[src/rtl/bit_count_engine.sv]
// Multi-cycle population counter: counts ones or zeros of a WIDTH-bit word, CHUNK bits per clock,
// with valid/ready on both sides. Optional macro BIT_COUNT_FIRST_ONE_EN adds a lowest-set-bit finder.
module bit_count_engine #(
    parameter  int WIDTH = 8,
    parameter  int CHUNK = 1,
    localparam int CW    = $clog2(WIDTH + 1),
    localparam int FW    = (WIDTH > 1) ? $clog2(WIDTH) : 1
) (
    input  logic          clk_i,
    input  logic          srst_n_i,
    input  logic [WIDTH-1:0] data_i,
    input  logic          mode_i,
    input  logic          data_val_i,
    output logic          data_ready_o,
    output logic [CW-1:0] data_o,
    output logic          data_val_o,
`ifdef BIT_COUNT_FIRST_ONE_EN
    output logic [FW-1:0] first_idx_o,
    output logic          first_vld_o,
`endif
    input  logic          data_ready_i
);

    localparam int NUM_CHUNKS = (WIDTH + CHUNK - 1) / CHUNK;
    localparam int PW         = NUM_CHUNKS * CHUNK;
    localparam int IW         = (NUM_CHUNKS > 1) ? $clog2(NUM_CHUNKS) : 1;
    localparam logic [IW-1:0] LAST_IDX = IW'(NUM_CHUNKS - 1);

    localparam logic [1:0] ST_IDLE  = 2'd0;
    localparam logic [1:0] ST_COUNT = 2'd1;
    localparam logic [1:0] ST_DONE  = 2'd2;

    function automatic logic [CW-1:0] popcount(input logic [CHUNK-1:0] v);
        logic [CW-1:0] c;
        c = '0;
        for (int i = 0; i < CHUNK; i++) begin
            c = c + CW'(v[i]);
        end
        return c;
    endfunction

    logic [1:0]       state_q, state_d;
    logic [WIDTH-1:0] word_q, word_d;
    logic             mode_q, mode_d;
    logic [IW-1:0]    idx_q, idx_d;
    logic [CW-1:0]    acc_q, acc_d;
    logic [CW-1:0]    data_q, data_d;
    logic             ready_q, ready_d;
    logic             val_q, val_d;

    logic [PW-1:0]    padded_s;
    logic [CHUNK-1:0] chunk_s;
    logic [CW-1:0]    chunk_cnt_s;
    int               base_s;

    // Current chunk after polarity selection; padding is applied after the flip so it never counts.
    always_comb begin
        padded_s              = '0;
        padded_s[WIDTH-1:0]   = word_q ^ {WIDTH{mode_q}};
        base_s                = int'(idx_q) * CHUNK;
        chunk_s               = padded_s[base_s +: CHUNK];
        chunk_cnt_s           = popcount(chunk_s);
    end

    // FSM next-state and datapath
    always_comb begin
        state_d = state_q;
        word_d  = word_q;
        mode_d  = mode_q;
        idx_d   = idx_q;
        acc_d   = acc_q;
        data_d  = data_q;
        ready_d = ready_q;
        val_d   = val_q;
        case (state_q)
            ST_IDLE: begin
                if (data_val_i && ready_q) begin
                    word_d  = data_i;
                    mode_d  = mode_i;
                    acc_d   = '0;
                    idx_d   = '0;
                    ready_d = 1'b0;
                    state_d = ST_COUNT;
                end else begin
                    state_d = ST_IDLE;
                end
            end
            ST_COUNT: begin
                acc_d = acc_q + chunk_cnt_s;
                if (idx_q == LAST_IDX) begin
                    data_d  = acc_q + chunk_cnt_s;
                    idx_d   = '0;
                    val_d   = 1'b1;
                    state_d = ST_DONE;
                end else begin
                    idx_d   = idx_q + IW'(1);
                    state_d = ST_COUNT;
                end
            end
            ST_DONE: begin
                if (data_ready_i) begin
                    val_d   = 1'b0;
                    ready_d = 1'b1;
                    state_d = ST_IDLE;
                end else begin
                    state_d = ST_DONE;
                end
            end
            default: begin
                val_d   = 1'b0;
                ready_d = 1'b1;
                state_d = ST_IDLE;
            end
        endcase
    end

    // State registers with synchronous active-low reset
    always_ff @(posedge clk_i) begin
        if (!srst_n_i) begin
            state_q <= ST_IDLE;
            word_q  <= '0;
            mode_q  <= 1'b0;
            idx_q   <= '0;
            acc_q   <= '0;
            data_q  <= '0;
            ready_q <= 1'b1;
            val_q   <= 1'b0;
        end else begin
            state_q <= state_d;
            word_q  <= word_d;
            mode_q  <= mode_d;
            idx_q   <= idx_d;
            acc_q   <= acc_d;
            data_q  <= data_d;
            ready_q <= ready_d;
            val_q   <= val_d;
        end
    end

    assign data_ready_o = ready_q;
    assign data_val_o   = val_q;
    assign data_o       = data_q;

`ifdef BIT_COUNT_FIRST_ONE_EN
    logic [PW-1:0]    raw_pad_s;
    logic [CHUNK-1:0] raw_chunk_s;
    logic             hit_s;
    int               off_s;
    logic             fvld_w_q, fvld_w_d;
    logic [FW-1:0]    fidx_w_q, fidx_w_d;
    logic             first_vld_q, first_vld_d;
    logic [FW-1:0]    first_idx_q, first_idx_d;

    // Lowest set bit of the raw word, scanned chunk by chunk alongside the count
    always_comb begin
        raw_pad_s            = '0;
        raw_pad_s[WIDTH-1:0] = word_q;
        raw_chunk_s          = raw_pad_s[base_s +: CHUNK];
        hit_s                = 1'b0;
        off_s                = 0;
        for (int j = CHUNK - 1; j >= 0; j--) begin
            if (raw_chunk_s[j]) begin
                hit_s = 1'b1;
                off_s = j;
            end else begin
                hit_s = hit_s;
            end
        end
        fvld_w_d    = fvld_w_q;
        fidx_w_d    = fidx_w_q;
        first_vld_d = first_vld_q;
        first_idx_d = first_idx_q;
        case (state_q)
            ST_IDLE: begin
                if (data_val_i && ready_q) begin
                    fvld_w_d = 1'b0;
                    fidx_w_d = '0;
                end else begin
                    fvld_w_d = fvld_w_q;
                end
            end
            ST_COUNT: begin
                if (!fvld_w_q && hit_s) begin
                    fvld_w_d = 1'b1;
                    fidx_w_d = FW'(base_s + off_s);
                end else begin
                    fvld_w_d = fvld_w_q;
                end
                if (idx_q == LAST_IDX) begin
                    first_vld_d = fvld_w_d;
                    first_idx_d = fidx_w_d;
                end else begin
                    first_vld_d = first_vld_q;
                end
            end
            ST_DONE: begin
                fvld_w_d = fvld_w_q;
            end
            default: begin
                fvld_w_d = 1'b0;
                fidx_w_d = '0;
            end
        endcase
    end

    // First-one registers with synchronous active-low reset
    always_ff @(posedge clk_i) begin
        if (!srst_n_i) begin
            fvld_w_q    <= 1'b0;
            fidx_w_q    <= '0;
            first_vld_q <= 1'b0;
            first_idx_q <= '0;
        end else begin
            fvld_w_q    <= fvld_w_d;
            fidx_w_q    <= fidx_w_d;
            first_vld_q <= first_vld_d;
            first_idx_q <= first_idx_d;
        end
    end

    assign first_vld_o = first_vld_q;
    assign first_idx_o = first_idx_q;
`endif

endmodule
[config.mk]
export PLATFORM = sky130hd
export DESIGN_NAME = bit_count_engine
export DESIGN_NICKNAME = d
export VERILOG_FILES = /design/src/rtl/bit_count_engine.sv
export SDC_FILE = /design/constraint.sdc
export NUM_CORES = 1
export LEC_CHECK = 0
export ABC_AREA = 1
export BUFFER_PORTS_ARGS = -buffer_cell sky130_fd_sc_hd__buf_2
export CAP_MARGIN = 5
export CORE_AREA = 4 4 54 56
export CTS_BUF_LIST = sky130_fd_sc_hd__clkbuf_8
export DETAILED_ROUTE_END_ITERATION = 12
export DIE_AREA = 0 0 58 60
export HOLD_SLACK_MARGIN = 0.1
export PLACE_DENSITY = 0.69
export SYNTH_ARGS = -nofsm -noshare
export SYNTH_HDL_FRONTEND = slang
export SYNTH_SLANG_ARGS = --single-unit
[constraint.sdc]
create_clock -name clk_i -period 2.8 [get_ports clk_i]
set_input_delay 0.28 -clock clk_i [delete_from_list [all_inputs] [get_ports clk_i]]
set_output_delay 0.28 -clock clk_i [all_outputs]
set_load 0.01 [all_outputs]
---- After elaboration in Yosys (flattened, before gate mapping) ----
Index checks and enable logic that the tools add are counted.
cells by class
  $add $sub $neg .......................... 2
  multiplexer cells ....................... 15
  bitwise operators ....................... 3
  shift operators ......................... 1
  equal/unequal tests ..................... 6
  reductions and logical operators ........ 8
operator list
  kind                 number
  $pmux 4 s2           1
  $shiftx 8x4->1       1
  $xor 8x8->8          1
  $mux 3               2
  $ne 2x2->1 const B   3
  $pmux 1 s3           2
  $pmux 2 s3           1
  $pmux 3 s2           1
  $reduce_and 2->1     3
  $reduce_and 3->1     2
  $mux 1               5
  $add 4x1->4          1
  $mux 2               2
  $mux 4               1
  $add 3x1->3 const B  1
  $eq 3x3->1 const B   1
  $eq 2x1->1 const B   1
  $eq 2x2->1 const B   1
  $logic_not 2->1      1
  $not 1->1            2
  $reduce_bool 2->1    1
  $logic_and 1x1->1    1
storage, ports and cells
  bits of input ports ..................... 13
  register bits ........................... 24
  output and inout bits ................... 6
  word-level logic and storage cells ...... 43

---- Logic depth before layout (Yosys ltp) ----
  depth in word-level cells ............... 4
  gate-level depth with buffers ........... 13
  depth with buffers taken out ............ 13

---- Worst setup path before layout ----
No wires, ideal clock.
  kind .................................... register to register
  start ................................... register idx_q[0]
  end ..................................... register data_q[2] (netlist: data_o[2])
  data arrival time ....................... 1.558 ns
  stages on the path, launching flop included .. 13
  required time ........................... 2.730 ns
  period minus slack after synthesis ...... 1.628 ns
  setup time .............................. 0.070 ns
  path buffers ............................ 0
  path slack .............................. 1.172 ns
  cells stage by stage .................... dfxtp_1 > inv_1 > nand2_1 > nand3_1 > nand3_1 > nand2_1 > nand2_1 > nand2_1 > ha_1 > ha_1 > xor2_1 > nand3_1 > a21oi_1
between the ends
  cells in the longest elaborated chain, start to end .. 2
  elaborated cells between the ends (all ways) .. 4
  classes of those cells .................. add/sub (1); eq/ne (1); shift (1); reduce/logical (1)
RTL lines
  what                                             RTL line  RTL
  start: declaration                               45        logic [IW-1:0] idx_q, idx_d;
  start signal: assignment                         132       idx_q <= idx_d;
  $shiftx 8x4->1 or $eq 3x3->1 (tied branches)     61, 90
  $add 4x1->4 or $reduce_and 2->1 (tied branches)  --
  end signal: assignment                           134       data_q <= data_d;
  end: declaration                                 47        logic [CW-1:0] data_q, data_d;
Parallel ways exist; a longest one is shown, timed or not.
A chain may end at the register's enable or synchronous reset.

---- Worst setup path after layout ----
Ends and elaborated chain as after synthesis.

==> run metrics <==
Die Y-Extent=60 um; slowest cell delay on critical path=0.44 ns; H-tree level count=1; most frequent cell on the critical path=sky130_fd_sc_hd__nand2_1; synthesized-area fraction occupied by and/or/nand/nor cells=0.305; wire length on met2=972 um; Reg2Reg Setup Slack=0.96 ns; via count of the first global-routing pass=887; Setup crit start kind=flip-flop; final setup skew=0.00233 ns; most area-hungry cell type in the Yosys netlist=sky130_fd_sc_hd__dfxtp_1; time the worst path needs with I/O delays and setup=1.84 ns; Fmax=0.544 GHz; reg2reg start=idx_q[0]; required time worst endpoint=2.99 ns; remaining routing DRC violations=0; initial core utilization=0.434; Setup Total Neg Slack=0 ns; cells traversed along the worst timing path=inv_1 > nand2_1 > nand3_1 > nand3_1 > nand2_1 > nand2_1 > nand2_1 > ha_1 > ha_1 > xor2_1 > nand3_1 > a21oi_1; outcome=finished clean; most used cells in the layout excluding fill and tap cells=30 x sky130_fd_sc_hd__nand2_1, 24 x sky130_fd_sc_hd__dfxtp_1, 18 x sky130_fd_sc_hd__nor2_1, 18 x sky130_fd_sc_hd__buf_2, 13 x sky130_fd_sc_hd__nand3_1; Hold Path End=word_q[6]; share of post-route cells with drive strength above 1=0.174; clock root buffer=sky130_fd_sc_hd__clkbuf_8; Total Die Area=0.00348 sq mm; number of warnings reported in the yosys synthesis log=0; diode insertion count for antenna repair=0; main combinational cell family by area after synthesis=simple AND/OR/NAND/NOR gates; peak ir drop on the vdd network=336 uV; Final setup viols=0; Sinks on Clock Net=24; Skew-Pair Late Insertion Delay=0.26 ns; Max-slew headroom=0.717; WP data arrival=2.03 ns; post-detailed-placement half-perimeter wirelength=1550 um; uppermost layer routed=met4; most frequent standard cell in the layout excluding fill and tap cells=sky130_fd_sc_hd__nand2_1; number of distinct library cells after synthesis=24; CORE AREA=0.00243 sq mm; global routing usage summed across all routing layers=0.128; final hold viol count=0; Port Buffers=18; slowest stage cell on the critical path=sky130_fd_sc_hd__dfxtp_1; via count=943; Pins Over Slew Limit=0; mux contribution to synthesized area=0; DRT met1 WL=922 um; RSZ-0062 raised after global routing=no; number of cells traversed by the worst register-to-register path=12; syn nets=155; Max Fanout on Critical Path=7; Synth Instances=138; Tightest Pin Transition=0.423 ns; Worst Setup Path Type=flip-flop to flip-flop; hold-critical path depth=3; largest net degree at the start of global routing=15; layout overhead on the synthesized area=13.8%; number of violations of the max-capacitance limit=0; Bufs on Longest Clock Path=2; area of the mapped netlist=0.00105 sq mm; total of flip-flops plus latches after synthesis=24; first-pass iteration count of the detailed router=4; capturing element type of the critical path=flip-flop; PnR Total Power=0.000664 W; number of buffers inserted during clock tree synthesis=3; antenna violations before repair=0; post-CTS setup buffer count=0; number of nets in the layout=174; remaining antenna violation count after routing=0; Clock transition at path regs=0.08 ns; power density over cell area=553 mW/mm^2; post-cts hold buffer count=0; leakage power=0.530 nW; area fraction of the dominant cell type after synthesis=0.456; Worst R2R End=data_o[2]; gpl congestion=0.796; total congestion overflow=0; synthesized-area fraction occupied by adder cells=0.0474; class of the tightest hold or removal check=primary input to flip-flop; fraction of the mapped netlist area in compound gates=0.129; drt via density=5.10; Die X=58 um; Post-CTS Resized=0; WL per Instance=11.0 um; XOR/XNOR Fraction of Synth Area=0.00830; post-synthesis average cell area=7.64 sq um; sequential cell area fraction in the yosys report=0.456; standard-cell row count=18; CTS tree=yes; final cycle utilization of the critical path=0.657; I/O pin count=19; Detailed Route Iter0 Violations=12; WL met3=106 um; wirelength, routed=2040 um; launch point of the worst hold path=data_i[6]; cell types occupying the most area after synthesis=sky130_fd_sc_hd__dfxtp_1 46%, sky130_fd_sc_hd__nand2_1 11%, sky130_fd_sc_hd__nor2_1 6.4%, sky130_fd_sc_hd__nand3_1 6.2%, sky130_fd_sc_hd__a21oi_1 5.7%; wire length of the first global-routing pass=3470 um
cell type report:
type	count	area [sq um]
Sequential cell	24	480
Fill cell	267	1230
Clock buffer	3	41.3
Inverter	9	33.8
Tap cell	30	37.5
Timing Repair Buffer	18	90.1
Multi-Input combinational cell	101	517
registers in the layout (all words and copies together), names as in the netlist:
signal	flops
idx_q	3
data_ready_o	1
word_q	8
acc_q	4
data_o	4
mode_q	1
data_val_o	1
state_q	2
worst max path at each step:
stage                     startpoint   endpoint  slack (ns)  cells past startpoint
after floorplan             idx_q[0]  data_o[2]        1.17                     12
after global placement      idx_q[0]  data_o[2]        1.09                     12
after detailed placement    idx_q[0]  data_o[2]        0.98                     12
after CTS                   idx_q[0]  data_o[2]        0.96                     12
after global routing        idx_q[0]  data_o[2]        0.71                     12
final                       idx_q[0]  data_o[2]        0.96                     12
cell usage after synthesis, drive strengths merged:
cell type,instances
a21oi,13
and2,1
buf,2
clkbuf,2
dfxtp,24
ha,4
inv,9
nand2,31
nand3,13
nand3b,1
nand4,2
nor2,20
nor3,2
o21a,1
o21ai,12
xor2,1
power by group:
| group | internal, W | total, W | switching, W |
|---|---|---|---|
| logic | 0.0000346 | 0.0000906 | 0.0000560 |
| clock network | 0.0000961 | 0.000197 | 0.000101 |
| registers | 0.000361 | 0.000377 | 0.0000154 |
| total | 0.000492 | 0.000664 | 0.000172 |
worst max-delay path: cells and delay by family (launching register included):
kind / cells / cell delay [ns]
AND/OR/NAND/NOR: 7 / 0.51
flip-flops: 1 / 0.44
adder cells (fa/ha/maj): 2 / 0.39
XOR/XNOR: 1 / 0.17
buffers and inverters: 1 / 0.13
AO/OA/AOI/OAI: 1 / 0.13
stage by stage:
step / worst slack (ns) / cells / area, sq um / util / hold WS, ns
2_1_floorplan: 1.17 / 138 / 1050 / - / 0.405
3_3_place_gp: 1.09 / 182 / 1160 / 0.476 / 0.453
3_5_place_dp: 0.980 / 182 / 1160 / 0.476 / 0.456
4_1_cts: 0.962 / 185 / 1200 / 0.493 / 0.257
5_1_grt: 0.710 / 185 / 1200 / 0.493 / 0.273
6_report: 0.961 / 185 / 1200 / 0.493 / 0.262
cell families after synthesis:
logic type | count (synthesis)
xor+xnor | 1
buf+inv | 13
simple gates | 70
flops | 24
compound gates | 26
fa+ha+maj | 4
routing by layer:
metal  vias to the layer above  GRT usage
met5                         -          0
met2                        26      0.229
li1                        485          -
met1                       425      0.138
met4                         0     0.0695
met3                         7     0.0324
Power figures use the tool's default switching activity.
